$ cat config.mk
export PLATFORM = sky130hd
export DESIGN_NAME = alu_regfile_sequencer
export DESIGN_NICKNAME = d
export VERILOG_FILES = /design/src/rtl/alu_regfile_sequencer_pkg.sv /design/src/rtl/alu_regfile_sequencer_instr_fifo.sv /design/src/rtl/alu_regfile_sequencer.sv
export SDC_FILE = /design/constraint.sdc
export NUM_CORES = 1
export LEC_CHECK = 0
export ABC_AREA = 1
export BUFFER_PORTS_ARGS = -buffer_cell sky130_fd_sc_hd__buf_2
export CORE_ASPECT_RATIO = 0.5
export CORE_UTILIZATION = 30
export CTS_CLUSTER_DIAMETER = 50
export DETAILED_ROUTE_END_ITERATION = 6
export PLACE_DENSITY = 0.54
export SLEW_MARGIN = 30
export SYNTH_ARGS = -nofsm -noshare
export SYNTH_HDL_FRONTEND = slang
export SYNTH_HIERARCHICAL = 1
export SYNTH_SLANG_ARGS = --single-unit
$ cat constraint.sdc
create_clock -name Clock -period 3.78 [get_ports Clock]
set_input_delay 0.378 -clock Clock [delete_from_list [all_inputs] [get_ports Clock]]
set_output_delay 0.378 -clock Clock [all_outputs]
set_load 0.03 [all_outputs]
$ cat src/rtl/alu_regfile_sequencer_pkg.sv
// Shared types and widths for the alu_regfile datapath and its instruction sequencer.
package alu_regfile_sequencer_pkg;

    localparam int unsigned REGFILE_WIDTH      = 16;
    localparam int unsigned REGFILE_ADDR_WIDTH = 4;
    // One extra bit carries the ALU carry/borrow out.
    localparam int unsigned ALU_OUTPUT_WIDTH   = REGFILE_WIDTH + 1;
    // Wide enough for EXEC_CYCLES up to 15.
    localparam int unsigned EXEC_CNT_WIDTH     = 4;
    localparam int unsigned RETIRE_CNT_WIDTH   = 16;

    typedef enum logic [2:0] {
        ADD_OP  = 3'd0,
        SUB_OP  = 3'd1,
        AND_OP  = 3'd2,
        OR_OP   = 3'd3,
        EXOR_OP = 3'd4,
        NOT_OP  = 3'd5,
        SHL_OP  = 3'd6,
        SHR_OP  = 3'd7
    } aluop_t;

    typedef enum logic {
        ALU_INSTR   = 1'b0,
        LOADI_INSTR = 1'b1
    } instr_kind_t;

    typedef struct packed {
        instr_kind_t                   kind;
        aluop_t                        op;
        logic                          c_in;
        logic [REGFILE_ADDR_WIDTH-1:0] dst;
        logic [REGFILE_ADDR_WIDTH-1:0] src_a;
        logic [REGFILE_ADDR_WIDTH-1:0] src_b;
        logic [REGFILE_WIDTH-1:0]      imm;
    } instr_t;

    typedef enum logic [1:0] {
        IDLE  = 2'd0,
        ISSUE = 2'd1,
        EXEC  = 2'd2,
        WB    = 2'd3
    } seq_state_t;

endpackage

$ cat src/rtl/alu_regfile_sequencer_instr_fifo.sv
// Small synchronous FIFO holding pending instructions; DEPTH must be a power of two.
module alu_regfile_sequencer_instr_fifo #(
    parameter int unsigned DEPTH = 4,
    parameter int unsigned WIDTH = 8
) (
    input  logic                       clk_i,
    input  logic                       rst_i,
    input  logic                       push_i,
    input  logic [WIDTH-1:0]           wdata_i,
    input  logic                       pop_i,
    output logic [WIDTH-1:0]           rdata_o,
    output logic                       full_o,
    output logic                       empty_o,
    output logic [$clog2(DEPTH+1)-1:0] count_o
);

    localparam int unsigned PtrW = $clog2(DEPTH);
    localparam int unsigned CntW = $clog2(DEPTH + 1);

    logic [WIDTH-1:0] mem_q [DEPTH];
    logic [PtrW-1:0]  wr_ptr_q, wr_ptr_d;
    logic [PtrW-1:0]  rd_ptr_q, rd_ptr_d;
    logic [CntW-1:0]  count_q, count_d;
    logic             push_ok, pop_ok;

    assign full_o  = (count_q == CntW'(DEPTH));
    assign empty_o = (count_q == '0);
    assign count_o = count_q;
    assign rdata_o = mem_q[rd_ptr_q];

    // Guard against overflow/underflow regardless of caller behaviour.
    assign push_ok = push_i && !full_o;
    assign pop_ok  = pop_i && !empty_o;

    // Pointer and occupancy next-state; pointers wrap naturally at DEPTH.
    always_comb begin
        wr_ptr_d = wr_ptr_q;
        rd_ptr_d = rd_ptr_q;
        if (push_ok) wr_ptr_d = wr_ptr_q + PtrW'(1);
        if (pop_ok)  rd_ptr_d = rd_ptr_q + PtrW'(1);
        count_d = count_q + CntW'(push_ok) - CntW'(pop_ok);
    end

    // Storage array needs no reset; occupancy decides what is valid.
    always_ff @(posedge clk_i) begin
        if (push_ok) mem_q[wr_ptr_q] <= wdata_i;
    end

    // Pointer and count registers.
    always_ff @(posedge clk_i or posedge rst_i) begin
        if (rst_i) begin
            wr_ptr_q <= '0;
            rd_ptr_q <= '0;
            count_q  <= '0;
        end else begin
            wr_ptr_q <= wr_ptr_d;
            rd_ptr_q <= rd_ptr_d;
            count_q  <= count_d;
        end
    end

endmodule

$ cat src/rtl/alu_regfile_sequencer.sv
// In-order sequencer feeding alu_regfile: queues instructions, drives operands, writes back.
module alu_regfile_sequencer
    import alu_regfile_sequencer_pkg::*;
#(
    parameter int unsigned FIFO_DEPTH  = 4,
    parameter int unsigned EXEC_CYCLES = 1
) (
    input  logic                          Clock,
    input  logic                          Reset,
    input  logic                          Instr_Valid,
    input  instr_t                        Instr_In,
    output logic                          Instr_Ready,
    output logic [REGFILE_ADDR_WIDTH-1:0] Read_Addr_1,
    output logic [REGFILE_ADDR_WIDTH-1:0] Read_Addr_2,
    output aluop_t                        Opcode,
    output logic                          Carry_In,
    input  logic [ALU_OUTPUT_WIDTH-1:0]   ALU_Out,
    output logic [REGFILE_ADDR_WIDTH-1:0] Write_Addr,
    output logic                          Write_enable,
    output logic [REGFILE_WIDTH-1:0]      Write_data,
    output logic                          Busy,
    output logic                          Retire,
    output logic [RETIRE_CNT_WIDTH-1:0]   Retired_Count
);

    localparam int unsigned FifoCntW = $clog2(FIFO_DEPTH + 1);
    localparam logic [EXEC_CNT_WIDTH-1:0] ExecLoad = EXEC_CNT_WIDTH'(EXEC_CYCLES - 1);

    seq_state_t                    state_q, state_d;
    logic [EXEC_CNT_WIDTH-1:0]     cnt_q, cnt_d;
    logic [REGFILE_ADDR_WIDTH-1:0] cur_dst_q, cur_dst_d;
    logic [REGFILE_ADDR_WIDTH-1:0] rd1_q, rd1_d, rd2_q, rd2_d;
    aluop_t                        op_q, op_d;
    logic                          cin_q, cin_d;
    logic                          we_q, we_d;
    logic [REGFILE_ADDR_WIDTH-1:0] waddr_q, waddr_d;
    logic [REGFILE_WIDTH-1:0]      result_q, result_d;
    logic [RETIRE_CNT_WIDTH-1:0]   retired_q, retired_d;

    logic                fifo_push, fifo_pop, fifo_full, fifo_empty;
    logic [FifoCntW-1:0] fifo_count;
    instr_t              fifo_rdata;
    logic                dispatch;
    logic                unused_alu_hi;

    // Carry-out is not part of the register write.
    assign unused_alu_hi = ^ALU_Out[ALU_OUTPUT_WIDTH-1:REGFILE_WIDTH];

    // Ready depends only on occupancy, so a same-cycle pop never frees a full FIFO.
    assign Instr_Ready = !fifo_full;
    assign fifo_push   = Instr_Valid && Instr_Ready;

    alu_regfile_sequencer_instr_fifo #(
        .DEPTH (FIFO_DEPTH),
        .WIDTH ($bits(instr_t))
    ) u_instr_fifo (
        .clk_i   (Clock),
        .rst_i   (Reset),
        .push_i  (fifo_push),
        .wdata_i (Instr_In),
        .pop_i   (fifo_pop),
        .rdata_o (fifo_rdata),
        .full_o  (fifo_full),
        .empty_o (fifo_empty),
        .count_o (fifo_count)
    );

    // A new instruction may start from IDLE or straight out of WB (no bubble).
    assign dispatch = ((state_q == IDLE) || (state_q == WB)) && !fifo_empty;

    // FSM next-state and registered-output next values.
    always_comb begin
        state_d   = state_q;
        cnt_d     = cnt_q;
        cur_dst_d = cur_dst_q;
        rd1_d     = rd1_q;
        rd2_d     = rd2_q;
        op_d      = op_q;
        cin_d     = cin_q;
        we_d      = 1'b0;
        waddr_d   = waddr_q;
        result_d  = result_q;
        retired_d = retired_q;
        fifo_pop  = 1'b0;

        unique case (state_q)
            IDLE: begin
            end
            ISSUE: begin
                cnt_d   = ExecLoad;
                state_d = EXEC;
            end
            EXEC: begin
                if (cnt_q == '0) begin
                    we_d     = 1'b1;
                    waddr_d  = cur_dst_q;
                    result_d = ALU_Out[REGFILE_WIDTH-1:0];
                    state_d  = WB;
                end else begin
                    cnt_d = cnt_q - EXEC_CNT_WIDTH'(1);
                end
            end
            WB: begin
                retired_d = retired_q + RETIRE_CNT_WIDTH'(1);
                state_d   = IDLE;
            end
            default: state_d = IDLE;
        endcase

        // Operand outputs are loaded at pop so they are already stable during ISSUE.
        if (dispatch) begin
            fifo_pop = 1'b1;
            if (fifo_rdata.kind == LOADI_INSTR) begin
                we_d     = 1'b1;
                waddr_d  = fifo_rdata.dst;
                result_d = fifo_rdata.imm;
                state_d  = WB;
            end else begin
                cur_dst_d = fifo_rdata.dst;
                rd1_d     = fifo_rdata.src_a;
                rd2_d     = fifo_rdata.src_b;
                op_d      = fifo_rdata.op;
                cin_d     = fifo_rdata.c_in;
                state_d   = ISSUE;
            end
        end
    end

    // State and output registers; reset abandons any in-flight write.
    always_ff @(posedge Clock or posedge Reset) begin
        if (Reset) begin
            state_q   <= IDLE;
            cnt_q     <= '0;
            cur_dst_q <= '0;
            rd1_q     <= '0;
            rd2_q     <= '0;
            op_q      <= ADD_OP;
            cin_q     <= 1'b0;
            we_q      <= 1'b0;
            waddr_q   <= '0;
            result_q  <= '0;
            retired_q <= '0;
        end else begin
            state_q   <= state_d;
            cnt_q     <= cnt_d;
            cur_dst_q <= cur_dst_d;
            rd1_q     <= rd1_d;
            rd2_q     <= rd2_d;
            op_q      <= op_d;
            cin_q     <= cin_d;
            we_q      <= we_d;
            waddr_q   <= waddr_d;
            result_q  <= result_d;
            retired_q <= retired_d;
        end
    end

    assign Read_Addr_1   = rd1_q;
    assign Read_Addr_2   = rd2_q;
    assign Opcode        = op_q;
    assign Carry_In      = cin_q;
    assign Write_Addr    = waddr_q;
    assign Write_enable  = we_q;
    assign Write_data    = result_q;
    assign Retire        = we_q;
    assign Retired_Count = retired_q;
    assign Busy          = (state_q != IDLE) || (fifo_count != '0);

endmodule

### Word-level counts from Yosys, hierarchy flattened

Memory sizes are Yosys's and may differ from the RTL's.
Cells that the tools add are included.

* memories: 1
* output and inout port bits: 52
* register bits after elaboration: 66
* memory bits (writable): 132
* word-level logic and storage cells: 67

* bitwise logic cells: 1
* equal/unequal tests: 6
* reduce and logical (&&, ||, !) cells: 18
* multiplexer cells: 21
* add/subtract/negate cells: 6

Memories
* u_instr_fifo.mem_q: words 4, bits a word 33, rd ports 1, clocked after Yosys merged registers in 0, write ports 1, line alu_regfile_sequencer_instr_fifo.sv:20 `logic [WIDTH-1:0] mem_q [DEPTH];`

Operators with widths (number)
* $mux W16: 4
* $mux W4: 5
* $add A16 B1 Y16 const B: 1
* $pmux W4 S2: 1
* $mux W1: 7
* $mux W2: 3
* $pmux W2 S3: 1
* $reduce_and A2 Y1: 3
* $add A2 B1 Y2 const B: 2
* $eq A2 B2 Y1 const B: 2
* $logic_and A1 B1 Y1: 4
* $logic_not A4 Y1: 1
* $reduce_bool A2 Y1: 2
* $reduce_bool A4 Y1: 1
* $sub A4 B1 Y4 const B: 1
* $add A3 B1 Y3: 1
* $eq A3 B3 Y1 const B: 1
* $logic_not A3 Y1: 1
* $ne A3 B3 Y1 const B: 1
* $reduce_bool A3 Y1: 1
* $sub A3 B1 Y3: 1
* $eq A2 B1 Y1 const B: 1
* $logic_not A1 Y1: 2
* $logic_not A2 Y1: 1
* other kinds (3): 4

### Longest topological paths before layout

Gate-level depths: netlist of the first run.

* depth after elaboration: 6
* mapped depth: 12

### Hierarchy

Netlist of the first run, hierarchy kept.

Modules (own cells, without submodules)
* alu_regfile_sequencer_instr_fifo: cells an instance 477, instances 1, area each 5626.6 µm², sequential area each 4139.0 µm²
* alu_regfile_sequencer: cells an instance 291, instances 1, area each 2836.5 µm², sequential area each 1476.4 µm²

### Least setup slack after synthesis of the first run

No wires, ideal clock.

* path kind: register -> register
* from: register u_instr_fifo.count_q[1], in the netlist u_instr_fifo/count_o[1]
* to: memory u_instr_fifo/mem_q[0][0] (netlist name), enable pin
* data required time: 3.357 ns
* slack: 1.049 ns
* buffers on the path: 0
* data arrival time: 2.308 ns
* cell stages (with the launch flop): 7
* period minus slack after synthesis: 2.731 ns
* cell sequence: dfrtp_1 -> nor2_1 -> nand2_1 -> inv_1 -> nor2_1 -> nand2_1 -> nor2_1

* word-level cells in the longest chain between the ends: 6

Ends and longest elaborated chain
* start, declared: line alu_regfile_sequencer_instr_fifo.sv:23 `logic [CntW-1:0] count_q, count_d;`
* start signal, assigned: line alu_regfile_sequencer_instr_fifo.sv:58 `count_q <= count_d;`
* $eq A3 B3 Y1: line alu_regfile_sequencer_instr_fifo.sv:26 `assign full_o = (count_q == CntW'(DEPTH));`
* via fifo_full: line alu_regfile_sequencer.sv:40 `logic fifo_push, fifo_pop, fifo_full, fifo_empty;`
* $logic_not A1 Y1: line alu_regfile_sequencer.sv:50 `assign Instr_Ready = !fifo_full;`
* $logic_and A1 B1 Y1: line alu_regfile_sequencer.sv:51 `assign fifo_push = Instr_Valid && Instr_Ready;`
* via fifo_push: line alu_regfile_sequencer.sv:40
* $logic_and A1 B1 Y1: line alu_regfile_sequencer_instr_fifo.sv:32 `assign push_ok = push_i && !full_o;`
* $mux W1: line alu_regfile_sequencer_instr_fifo.sv:46 `if (push_ok) mem_q[wr_ptr_q] <= wdata_i;`
* $mux W1 (implied by the code): line alu_regfile_sequencer_instr_fifo.sv:46
* end, declared: line alu_regfile_sequencer_instr_fifo.sv:20

The timed path passes the listed nets, and every way through them passes these cells.

### Worst setup path after layout of the first run

* from: register u_instr_fifo.count_q[1], in the netlist u_instr_fifo/count_o[1]
* to: register u_instr_fifo.count_q[2], in the netlist u_instr_fifo/count_o[2]

* word-level cells in the longest chain between the ends: 6
* elaborated cells between the ends (all ways): 11
* classes of those cells: add/sub (2); eq/ne (1); mux (1); reduce/logical (7)

Ends and longest elaborated chain
* $eq A3 B3 Y1: line alu_regfile_sequencer_instr_fifo.sv:26
* via fifo_full: line alu_regfile_sequencer.sv:40
* $logic_not A1 Y1: line alu_regfile_sequencer.sv:50
* $logic_and A1 B1 Y1: line alu_regfile_sequencer.sv:51
* via fifo_push: line alu_regfile_sequencer.sv:40
* $logic_and A1 B1 Y1: line alu_regfile_sequencer_instr_fifo.sv:32
* $add A3 B1 Y3: line alu_regfile_sequencer_instr_fifo.sv:41 `count_d = count_q + CntW'(push_ok) - CntW'(pop_ok);`
* $sub A3 B1 Y3: line alu_regfile_sequencer_instr_fifo.sv:41
* via u_instr_fifo.count_d[2]: line alu_regfile_sequencer_instr_fifo.sv:23

The timed path passes the listed nets, and every way through them passes these cells.
A chain may end at the register's enable or synchronous reset.

==> results of run 1 <==
-- timing repair --
action / CTS / global route
setup endpoints to repair: 0 / 0
hold buffers: 1 / 0
hold endpoints to repair: 7 / 0
-- layout by cell type (no fill, tap or decap), types with 8 or more instances in the layout --
cell | synthesis | final
nand2_1 | 190 | 190
edfxtp_1 | 132 | 132
buf_2 | 9 | 103
nor2_1 | 98 | 94
inv_1 | 76 | 74
dfrtp_1 | 66 | 65
o21ai_0 | 63 | 63
a31oi_1 | 20 | 20
clkbuf_16 | 0 | 17
ha_1 | 12 | 12
nand3_1 | 11 | 11
mux2_4 | 9 | 9
nor2_4 | 4 | 8
buf_4 | 5 | 8
o21ai_1 | 8 | 8
-- sequential cells by signal, summed over array words and instances, names as in the netlist --
signal and cells:
Retire 1, u_instr_fifo/mem_q 132, Opcode 3, u_instr_fifo/count_o 3
u_instr_fifo/wr_ptr_q 2, Read_Addr_2 4, Write_data 16, Read_Addr_1 4
Write_Addr 4, state_q 2, Retired_Count 16, u_instr_fifo/rd_ptr_q 2
cnt_q 4, cur_dst_q 4, Carry_In 1
-- worst max path at each step --
stage	from	endpoint	slack, ns	cells after the start
2_1_floorplan	u_instr_fifo/count_o[1]	u_instr_fifo/mem_q[0][0]	1.05	6
3_3_place_gp	u_instr_fifo/count_o[1]	u_instr_fifo/count_o[2]	1.38	11
3_5_place_dp	u_instr_fifo/count_o[1]	u_instr_fifo/count_o[2]	1.29	11
4_1_cts	u_instr_fifo/count_o[1]	u_instr_fifo/count_o[2]	1.27	11
5_1_grt	u_instr_fifo/count_o[1]	u_instr_fifo/count_o[2]	1.07	11
6_report	u_instr_fifo/count_o[1]	u_instr_fifo/count_o[2]	1.27	11
-- final cells by class --
class | instances | area [µm²] | area share, %
Sequential cell | 198 | 5620 | 56.4
Multi-Input combinational cell | 459 | 2360 | 23.7
Timing Repair Buffer | 112 | 586 | 5.88
Tap cell | 382 | 478 | 4.80
Clock buffer | 20 | 467 | 4.69
Inverter | 80 | 303 | 3.04
Clock inverter | 12 | 139 | 1.40
-- metrics by stage --
| step | util (%) | instance area (µm²) | cells | power (mW) | hold slack [ns] |
|---|---|---|---|---|---|
| final | 35.9 | 9950 | 1263 | 8.49 | 0.154 |
| after global placement | 33.7 | 9330 | 1230 | 6.66 | 0.341 |
| after floorplan | - | 8460 | 768 | 5.92 | 0.181 |
| after detailed placement | 33.7 | 9340 | 1230 | 6.75 | 0.369 |
| after CTS | 35.9 | 9950 | 1263 | 8.62 | 0.132 |
| after global routing | 35.9 | 9950 | 1263 | 9.16 | 0.129 |
-- power groups by stage --
stage	Combinational [mW]	Sequential [mW]	Clock, mW
finish	3.39	3.26	1.84
CTS	3.46	3.27	1.89
detailed placement	3.44	3.31	0
global route	3.86	3.33	1.98
floorplan	2.26	3.66	0
global placement	3.37	3.29	0
-- routing by layer --
layer / up-vias / track usage, % / part of all wire, %
li1: 2723 / - / -
met1: 2603 / 17.3 / 47
met2: 81 / 21.6 / 48
met3: 10 / 3.65 / 4.2
met4: 2 / 2.36 / 0.61
met5: - / 0 / 0.072
-- Yosys cell counts --
library cell  instances
o21ai_1               8
o21ai_0              63
nand2_4               3
a31oi_1              20
xnor2_1               6
xor2_1                5
a21oi_1               4
inv_2                 4
inv_1                76
nor2_4                4
ha_1                 12
nor2_2                3
nor2_1               98
mux2_2                7
o21bai_1              2
nor2_8                1
nand3_2               2
dfrtp_1              66
buf_6                 9
nand3b_1              1
buf_4                 5
buf_2                 9
fa_1                  1
edfxtp_1            132
nand4_1               5
o22ai_1               1
clkbuf_2              1
clkbuf_1              7
nor3_1                1
nand2_2               2
nand3_1              11
nand2_1             190
mux2_4                9
-- kinds of logic after synthesis --
family / count (synthesis) / synth area share (%)
buffers and inverters: 111 / 6.09
multiplexers: 16 / 2.53
AO/OA/AOI/OAI: 98 / 6.16
flip-flops: 198 / 66.4
AND/OR/NAND/NOR: 321 / 15.7
XOR/XNOR: 11 / 1.14
adder cells (fa/ha/maj): 13 / 2.01
==> results.yml, run 1 <==
timing:
  relSlewSlack_pct: 49.7
  finalCritPeriodShare_pct: 66.3
  tns_ns: 0
  setup_slack_ns: 1.27
  tightest_slew_ns: 0.753
  rsz0062_at_grt: "false"
  period_needed_ns: 2.51
  finalSetupViolCount: 0
  hold_viol_final: 0
  slew_violations: 0
  fmax_mhz: 399
  clock_skew_ns: 0.00853
power_and_ir_drop:
  internal-power_mw: 5.07
  p_per_area_nw_per_um2: 854
  seqPwrFrac_pct: 38.4
  p_switching_mw: 3.43
  clkPwrFrac_pct: 21.7
  p_leak_nw: 4.33
  vdd_drop_max_mv: 0.414
  p_sw_share_pct: 40.3
  combPwrFrac_pct: 39.9
logic_synthesis:
  ys_ff_latch: 198
  synth_area_per_cell_um2: 11.0
  synth-seq-area-share_pct: 66.4
  synth_top_area_share_pct: 46.8
  synth.area.top_cells: "edfxtp_1, dfrtp_1, nand2_1, nor2_1, o21ai_0"
  yosysTopAreaCell: "edfxtp_1"
  synth_nets: 834
  postSynthCellCount: 768
  yosys_warnings: 6
  synth_area_um2: 8460
  synthDistinctLibCells: 33
worst_setup_path:
  r2r_slack_ns: 1.27
  crit_buf_inv: 2
  r2r_end: "u_instr_fifo/count_o[2]"
  cp_cell_sequence: "nor2_1 > nand2_1 > inv_1 > nor2_1 > nand2_1 > ha_1 > inv_1 > ha_1 > fa_1 > nand3b_1 > nand2_1"
  crit_slowest_cell: "ha_1"
  cpPeakStageDelay_ns: 0.40
  endpoint_kind: "register"
  ff2ff_path_depth: 11
  crit_top_cell: "nand2_1"
  path_max_fanout: 7
  critPathLaunchType: "register"
  crit_type: "reg -> reg"
  crit_arrival_ns: 2.88
  path_delay_family: "simple AND/OR/NAND/NOR gates"
  crit_required_ns: 4.16
  reg2reg_from: "u_instr_fifo/count_o[1]"
drt:
  viasPerCell: 4.29
  drcViolationCount: 0
  post_drt_wl_per_cell_um: 14.2
  drt_pre_antenna_iters: 5
  drt_iter0_markers: 323
  totalWireLength_um: 18000
  dr_total_vias: 5419
  ant_nets: 0
clocking:
  clkLatencyLatePin_ns: 0.43
  cts_resized: 0
  cts_tree: "done"
  clkTransAtPathRegs_ns: 0.07
  htreeDepth: 4
  root_buffer: "clkbuf_16"
  clock_sinks: 198
  clockBufferDepth: 2
  cts_setup_buffers: 0
  numCtsBuffers: 17
global_route:
  grt_pass1_wl_um: 29000
  grt_max_degree: 75
  grt_pass1_vias: 5301
  grt_usage_pct: 13.1
  grt_antenna_before_repair: 2
  overflow: 0
final_layout:
  diodes: 0
  nFillCells: 2748
  final_net_count: 934
  syn2layout_area_growth_pct: 17.6
  final_layout_size_suffix_gt1_share_pct: 21.0
worst_hold_path:
  hold_path_end: "u_instr_fifo/mem_q[3][3]"
  min_path_type: "in -> reg"
  worstHoldStart: "Instr_In[3]"
  hold-path-cell-count: 1
place:
  dp_hpwl_um: 11100
  portBuffers: 103
  dp_slack_ns: 1.29
  place.gp.congestion: 0.731
floorplanning:
  io_pins: 105
  dieArea_um2: 28900
  core_um2: 27700
  die_w_um: 240
  die_y_um: 121
  initial_utilization_pct: 30.5
  num_rows: 43
outcome:
  status: "finished, final reports clean"
flow_run:
  maxCapViolations: 0
(Power assumes the default switching activity.)
==> inputs of run 2 (changes only) <==
Settings changed: ABC_AREA 1 to 0.
Clock period 3.78 ns to 2.6 ns, I/O delays scaled along.
==> run 2 against run 1 <==
  * Clock-buffer cell count is 1 higher
  * Largest power group is now sequential cells
  * Register-to-register slack worse by 1.1 ns
  * Setup slack got worse by 1.1 ns
  * Non-clock buffer count up 3
  * Synthesized cell count is 42% lower
  * Critical endpoint unchanged
  * Clock skew up 0.0083 ns
  * Die area down 5.5%
  * Critical path depth fell by 2
  * Utilization is 1.1 points higher
  * Clock power grew 43%
==> results.yml, run 2 <==
logic_synthesis:
  synth_top_area_share_pct: 49.6
  postSynthCellCount: 448
  synth-seq-area-share_pct: 70.3
  synth_xor_area_share_pct: 2.08
  yosysTopAreaCell: "edfxtp_1"
  yosys_warnings: 6
  yosysMostFrequentCell: "edfxtp_1"
  yosys.area_share.adder_pct: 2.13
  synth.area.top_cells: "edfxtp_1, dfrtp_1, mux4_2, mux2i_1, mux2_2"
  ys_ff_latch: 198
  dominantRegCellSynth: "edfxtp_1"
  synth_nets: 514
  synth_edf_count: 132
  netlist_top_cells_count: "edfxtp_1, dfrtp_1, mux4_2"
  synth_top_family_by_area: "multiplexers"
  synth-simple-area-share_pct: 5.53
  synthDistinctLibCells: 43
  synth_area_um2: 7990
  synth_area_per_cell_um2: 17.8
  synthMuxAreaShare_pct: 14.4
  async_flop_share_pct: 33.3
  synth_compound_area_share_pct: 2.57
global_route:
  grt_usage_pct: 12.6
  grt_max_degree: 39
  overflow: 0
  grt_antenna_before_repair: 0
  grt_pass1_vias: 4456
  grt_pass1_wl_um: 25700
clocking:
  clock_sinks: 198
  cts_setup_buffers: 0
  root_buffer: "clkbuf_16"
  clkTransAtPathRegs_ns: 0.08
  clockBufferDepth: 2
  cts_tree: "done"
  clkLatencyLatePin_ns: 0.43
  numCtsBuffers: 17
  htreeDepth: 4
power_and_ir_drop:
  vdd_drop_max_mv: 0.559
  p_leak_nw: 3.59
  p_per_area_nw_per_um2: 1240
timing:
  clock_skew_ns: 0.0169
  period_needed_ns: 2.43
  tns_ns: 0
  tightest_slew_ns: 0.670
  rsz0062_at_grt: "false"
  fmax_mhz: 411
  setup_slack_ns: 0.166
  slew_violations: 0
  hold_viol_final: 0
  finalCritPeriodShare_pct: 93.6
  relSlewSlack_pct: 55.3
  finalSetupViolCount: 0
worst_setup_path:
  crit_type: "reg -> reg"
  endpoint_kind: "register"
  crit_required_ns: 2.91
  critPathLaunchType: "register"
  path_max_fanout: 9
  crit_arrival_ns: 2.74
place:
  dp_slack_ns: 0.185
  place.gp.congestion: 0.726
  dp.cells: 886
  dp_hpwl_um: 9910
  portBuffers: 103
floorplanning:
  die_w_um: 233
  core_um2: 25600
  io_pins: 105
  initial_utilization_pct: 31.2
  num_rows: 41
  dieArea_um2: 27300
  die_y_um: 117
drt:
  drt_iter0_markers: 219
  drt_pre_antenna_iters: 4
  drcViolationCount: 0
  ant_nets: 0
  dr_total_vias: 4194
  viasPerCell: 4.56
  totalWireLength_um: 16100
  post_drt_wl_per_cell_um: 17.5
final_layout:
  mostFrequentLayoutCells: "edfxtp_1, buf_2, dfrtp_1"
  top_register: "u_instr_fifo/mem_q"
  syn2layout_area_growth_pct: 18.8
  nFillCells: 2433
  final_net_count: 628
  largest_reg_flops: 132
  stdcell_count: 919
  final_layout_size_suffix_gt1_share_pct: 35.1
  diodes: 0
  final_common_cell: "edfxtp_1"
worst_hold_path:
  min_path_type: "in -> reg"
outcome:
  status: "finished, final reports clean"
flow_run:
  maxCapViolations: 0
==> run 2: through the flow <==
step           utilization [%]  instance area, µm²  hold WS (ns)  total power, mW
4_1_cts                   37.0                9490        0.0187             12.0
3_5_place_dp              34.6                8890         0.231             9.32
5_1_grt                   37.0                9500        0.0172             12.6
2_1_floorplan                -                7990        0.0634             8.12
3_3_place_gp              34.6                8890         0.227             9.22
6_report                  37.0                9500        0.0378             11.8
==> run 2: cell type report <==
| cell class | count | area, µm² | area share, % |
|---|---|---|---|
| clock buffer | 21 | 460 | 4.85 |
| clock inverter | 11 | 129 | 1.36 |
| inverter | 16 | 60.1 | 0.632 |
| multi-input combinational | 214 | 2150 | 22.7 |
| sequential | 198 | 5620 | 59.2 |
| tap | 344 | 430 | 4.53 |
| timing repair buffer | 115 | 646 | 6.80 |
==> run 2: worst paths after layout <==
kind                                          from                         to  slack (ns)  cells after the start
max reg2reg                u_instr_fifo/count_o[2]    u_instr_fifo/count_o[2]        0.17                      9
min in group asynchronous                    Reset   u_instr_fifo/wr_ptr_q[1]        0.32                      3
min                                   Instr_In[12]  u_instr_fifo/mem_q[0][12]        0.04                      1
max                        u_instr_fifo/count_o[2]    u_instr_fifo/count_o[2]        0.17                      9
min reg2reg                      Retired_Count[15]          Retired_Count[15]        0.47                      1
max in group asynchronous                    Reset              Write_data[8]        1.51                      4
==> run 2: repair_timing <==
item / 4_1_cts / 5_1_grt
resized for setup: 0 / 0
hold endpoints to repair: 28 / 0
hold buffers: 1 / 0
==> run 2: kinds of logic (layout without fill, tap and decap cells) <==
logic type | Yosys count | count (layout)
buffers and inverters | 36 | 163
AO/OA/AOI/OAI | 37 | 37
AND/OR/NAND/NOR | 75 | 75
multiplexers | 70 | 70
XOR/XNOR | 19 | 19
adder cells (fa/ha/maj) | 13 | 13
flip-flops | 198 | 198
==> run 2: critical path, stage by stage, from the launching register on <==
cell and delay [ns]:
dfrtp_1 0.47, nor3b_4 0.22, nor2b_1 0.36, nand2b_1 0.11
ha_1 0.28, inv_1 0.04, ha_1 0.18, fa_1 0.38
xnor2_1 0.15, xnor2_1 0.13
==> run 2: power by group <==
group / total (mW) / internal (mW) / switching, mW / leakage, nW
clock: 2.64 / 1.42 / 1.23 / 0.292
sequential: 4.73 / 4.31 / 0.417 / 2.00
combinational: 4.43 / 1.84 / 2.59 / 1.30
total: 11.8 / 7.56 / 4.24 / 3.59
==> run 2: layer usage <==
layer  routed length (µm)  GRT usage (%)  share of wire, %  up-vias
met5                    0              0                 0        -
met4                  162           3.88               1.0        0
met3                  655           3.65               4.1       11
met2                 7900           20.2                49       58
met1                 7330           16.5                46     2181
li1                     -              -                 -     1944
